File: src/rtl/reg_write_arbiter.sv
// Two-requester register-file write arbiter with a single-entry output stage.
// Round-robin on ties; writes to x0 are consumed but never issued.
//
// state | meaning
// EMPTY | output stage holds no write (wr_valid=0)
// FULL  | output stage holds a write for the register bank (wr_valid=1)
module reg_write_arbiter #(
    parameter int ADDR_W = 5,
    parameter int DATA_W = 32
) (
    input  logic              clk,
    input  logic              rst,
    input  logic              req0_valid,
    input  logic [ADDR_W-1:0] req0_addr,
    input  logic [DATA_W-1:0] req0_data,
    output logic              req0_ready,
    input  logic              req1_valid,
    input  logic [ADDR_W-1:0] req1_addr,
    input  logic [DATA_W-1:0] req1_data,
    output logic              req1_ready,
    output logic              wr_valid,
    output logic [ADDR_W-1:0] wr_addr,
    output logic [DATA_W-1:0] wr_data,
    input  logic              wr_ready,
    output logic              last_grant
);

    typedef enum logic {EMPTY = 1'b0, FULL = 1'b1} stageState_t;

    stageState_t       stageState;
    logic              canAccept;
    logic              grant0;
    logic              grant1;
    logic              anyGrant;
    logic [ADDR_W-1:0] selAddr;
    logic [DATA_W-1:0] selData;

    // Accept when the stage is free now or drains on this same edge.
    always_comb begin
        canAccept = rst && ((stageState == EMPTY) || wr_ready);
        grant0    = canAccept && req0_valid && (!req1_valid || last_grant);
        grant1    = canAccept && req1_valid && (!req0_valid || !last_grant);
        anyGrant  = grant0 || grant1;
        selAddr   = grant1 ? req1_addr : req0_addr;
        selData   = grant1 ? req1_data : req0_data;
    end

    assign req0_ready = grant0;
    assign req1_ready = grant1;
    assign wr_valid   = (stageState == FULL);

    always_ff @(posedge clk or negedge rst) begin
        if (!rst) begin
            stageState <= EMPTY;
            wr_addr    <= '0;
            wr_data    <= '0;
            last_grant <= 1'b1;
        end else begin
            if (anyGrant) begin
                last_grant <= grant1;
            end
            if (anyGrant && (selAddr != '0)) begin
                stageState <= FULL;
                wr_addr    <= selAddr;
                wr_data    <= selData;
            end else if ((stageState == FULL) && wr_ready) begin
                stageState <= EMPTY;
            end
        end
    end

endmodule

File: config.mk
export PLATFORM = sky130hd
export DESIGN_NAME = reg_write_arbiter
export DESIGN_NICKNAME = d
export VERILOG_FILES = /design/src/rtl/reg_write_arbiter.sv
export SDC_FILE = /design/constraint.sdc
export NUM_CORES = 1
export LEC_CHECK = 0
export CAP_MARGIN = 5
export CORE_MARGIN = 2
export CORE_UTILIZATION = 39
export CTS_BUF_LIST = sky130_fd_sc_hd__clkbuf_8
export DETAILED_ROUTE_END_ITERATION = 10
export PLACE_DENSITY = 0.83
export RECOVER_POWER = 25
export SLEW_MARGIN = 20
export SYNTH_ARGS = -nofsm -noshare
export SYNTH_HDL_FRONTEND = slang
export SYNTH_SLANG_ARGS = --single-unit
File: constraint.sdc
create_clock -name clk -period 1.7 [get_ports clk]
set_input_delay 0.255 -clock clk [delete_from_list [all_inputs] [get_ports clk]]
set_output_delay 0.255 -clock clk [all_outputs]
set_load 0.05 [all_outputs]
==> flow_summary.ini <==
[yosys]
synth_top_area_cell = dfrtp_1
synth_fp_nets = 227
synthTopCellsByCount = 38 x dfrtp_1, 35 x o22ai_1, 30 x a2bb2oi_2
yosysMostFrequentCell = dfrtp_1
ys.flop_type = dfrtp_1
yosysWarnings = 0
ys_seq_elements = 39
syn_avg_cell_area_sq_um = 13.7
syn_area_sq_mm = 0.00202
synth_cells = 148
synth_top_area_share_pct = 47.0
yosys.cell_types.count = 24
synth_edf_count = 0
async_flop_share_pct = 100
yosysSeqAreaShare_pct = 48.3
yosys-top-cells-area = dfrtp_1 47%, a2bb2oi_2 22%, o22ai_1 11%

[cts]
clock_latency_ns = 0.29
htreeDepth = 2
clock-sinks = 39
clkTransAtPathRegs_ns = 0.08
cts-root-buf = clkbuf_8
cts_buffers = 5
cts_buffer_depth = 2
holdBufCountCts = 0
cts_tree = yes

[placed_design]
place_area_sq_mm = 0.00333
hpwl_um = 4320
place_congestion = 0.786
port_buffers = 119
dp_slack_ns = -0.305

[power_and_ir_drop]
vdd_drop_max_v = 0.000925
power_density_mw_per_mm2 = 1310
p_total_w = 0.00476
leakage_nw = 1.55

[setup_path]
startpoint_type = input port
cp.arrival_ns = 1.88
cp_data_required_time_ns = 1.88
cp-end-kind = flip-flop
crit_path_max_fanout = 6
worstSetupPathType = input port to flip-flop

[sta]
fin_ws_ns = 0.00151
skew_ns = 0.00435
slew_viol_final = 0
fmax_mhz = 589
fin_crit_ns = 1.70
fin_setup_tns_ns = 0
setup_violations = 0
relSlewSlack_pct = 51.6
worst_pin_slew_ns = 0.726
rsz0062_at_grt = true
post-route-period-util_pct = 99.9
final_hold_viol_count = 0

[final_layout]
fin_area_sq_mm = 0.00364
nFillCells = 366
nNetsFinal = 372
n_antenna_cell = 0
area_growth_syn_to_layout_pct = 80.0
drive_above_1_share_pct = 42.5

[routing]
post-route-drc-count = 0
vias = 1894
finalWirelength_um = 6230
drtIter0Drc = 101
ant_nets = 0
first_pass_iters = 4
wl_per_cell_um = 17.1
viasPerCell = 5.20

[global_routing]
grt_usage_pct = 20.7
antenna_found_initial = 0
grt-ovfl-total = 0
grt_pass1_wl_um = 9780
first_global_vias = 2009
grt_max_degree = 29

[die]
row_count = 26
io_pins = 120
start_util_pct = 40.1
die_area_sq_mm = 0.00578
die_h_um = 76.0
fp.dieW_um = 76.0
core_region_area_sq_mm = 0.00504

[flow_run]
drv_cap = 0

[min_path]
hp-class = input port to async pin

[outcome]
status = completed
==> where the power goes <==
group	switching (W)	internal [W]	total, W
logic	0.00156	0.00115	0.00270
clock network	0.000321	0.000281	0.000601
registers	0.000227	0.00123	0.00146
total	0.00211	0.00266	0.00476
==> cell type report <==
type,instances,area (sq um),share of cell area (%)
inverters,5,26.3,0.721
well taps,70,87.6,2.40
clock inverters,3,16.3,0.447
repair buffers,152,1520,41.8
clock buffers,5,68.8,1.89
multi-input cells,90,937,25.7
flip-flops and latches,39,982,27.0
==> worst paths after layout <==
check                           cells past startpoint          from  slack [ns]           to
worst max register to register                      6    last_grant        0.01   wr_addr[3]
worst max-delay path                                7  req1_addr[1]       0.002   wr_addr[3]
min in group clk                                    3  req0_addr[3]        0.35   wr_addr[3]
worst min-delay path                                2           rst        0.29  wr_data[19]
max in group asynchronous                           2           rst        0.83  wr_data[24]
worst min register to register                      1   wr_data[23]        0.53  wr_data[23]
==> metrics by stage <==
stage	cells	util, %	hold slack [ns]
6_report	364	72.2	0.286
5_1_grt	364	72.2	0.357
4_1_cts	354	68.6	0.0109
3_5_place_dp	342	66.1	0.326
3_3_place_gp	342	66.1	0.299
2_1_floorplan	148	-	-0.0406
==> logic make-up (layout without fill, tap and decap cells) <==
| kind of cell | after synthesis | after routing | synth area share (%) |
|---|---|---|---|
| AOI/OAI and AO/OA | 76 | 76 | 39.3 |
| buffers and inverters | 19 | 165 | 6.18 |
| DFF | 39 | 39 | 48.3 |
| muxes | 1 | 1 | 1.11 |
| and+or+nand+nor | 13 | 13 | 5.13 |
==> layout by cell type (no fill, tap or decap), types with 2 or more instances in the layout <==
cell type | netlist | final
clkdlybuf4s50_1 | 0 | 70
buf_4 | 0 | 53
dfrtp_1 | 38 | 37
o22ai_1 | 35 | 35
a2bb2oi_2 | 30 | 30
buf_6 | 6 | 8
dlymetal6s2s_1 | 0 | 7
buf_12 | 0 | 6
a2bb2oi_1 | 5 | 5
clkbuf_8 | 0 | 5
inv_1 | 5 | 4
nand2_1 | 5 | 4
clkbuf_16 | 0 | 4
clkinvlp_4 | 0 | 3
or4_4 | 2 | 2
clkbuf_1 | 1 | 2
==> flip-flops by register name (all words and copies together) (netlist names) <==
name	flops
last_grant	1
wr_valid	1
wr_data	32
wr_addr	5
==> per-layer routing <==
layer | vias up | GRT usage, % | wire length, um
li1 | 881 | - | -
met1 | 914 | 25.2 | 2430
met2 | 88 | 35.1 | 3200
met3 | 11 | 7.35 | 495
met4 | 0 | 5.64 | 105
met5 | - | 0 | 0
==> what timing repair did <==
action | 4_1_cts | 5_1_grt
setup buffers | 4 | 5
cloned | 0 | 5
pin swaps | 2 | 0
setup endpoints to repair | 2 | 32
resized for setup | 3 | 13
==> critical path, stage by stage <==
cell	delay (ns)
clkdlybuf4s50_1	0.45
or4_4	0.47
nor2_4	0.16
o22ai_4	0.11
buf_6	0.14
clkbuf_16	0.15
a2bb2oi_2	0.13
(Power assumes the default switching activity.)
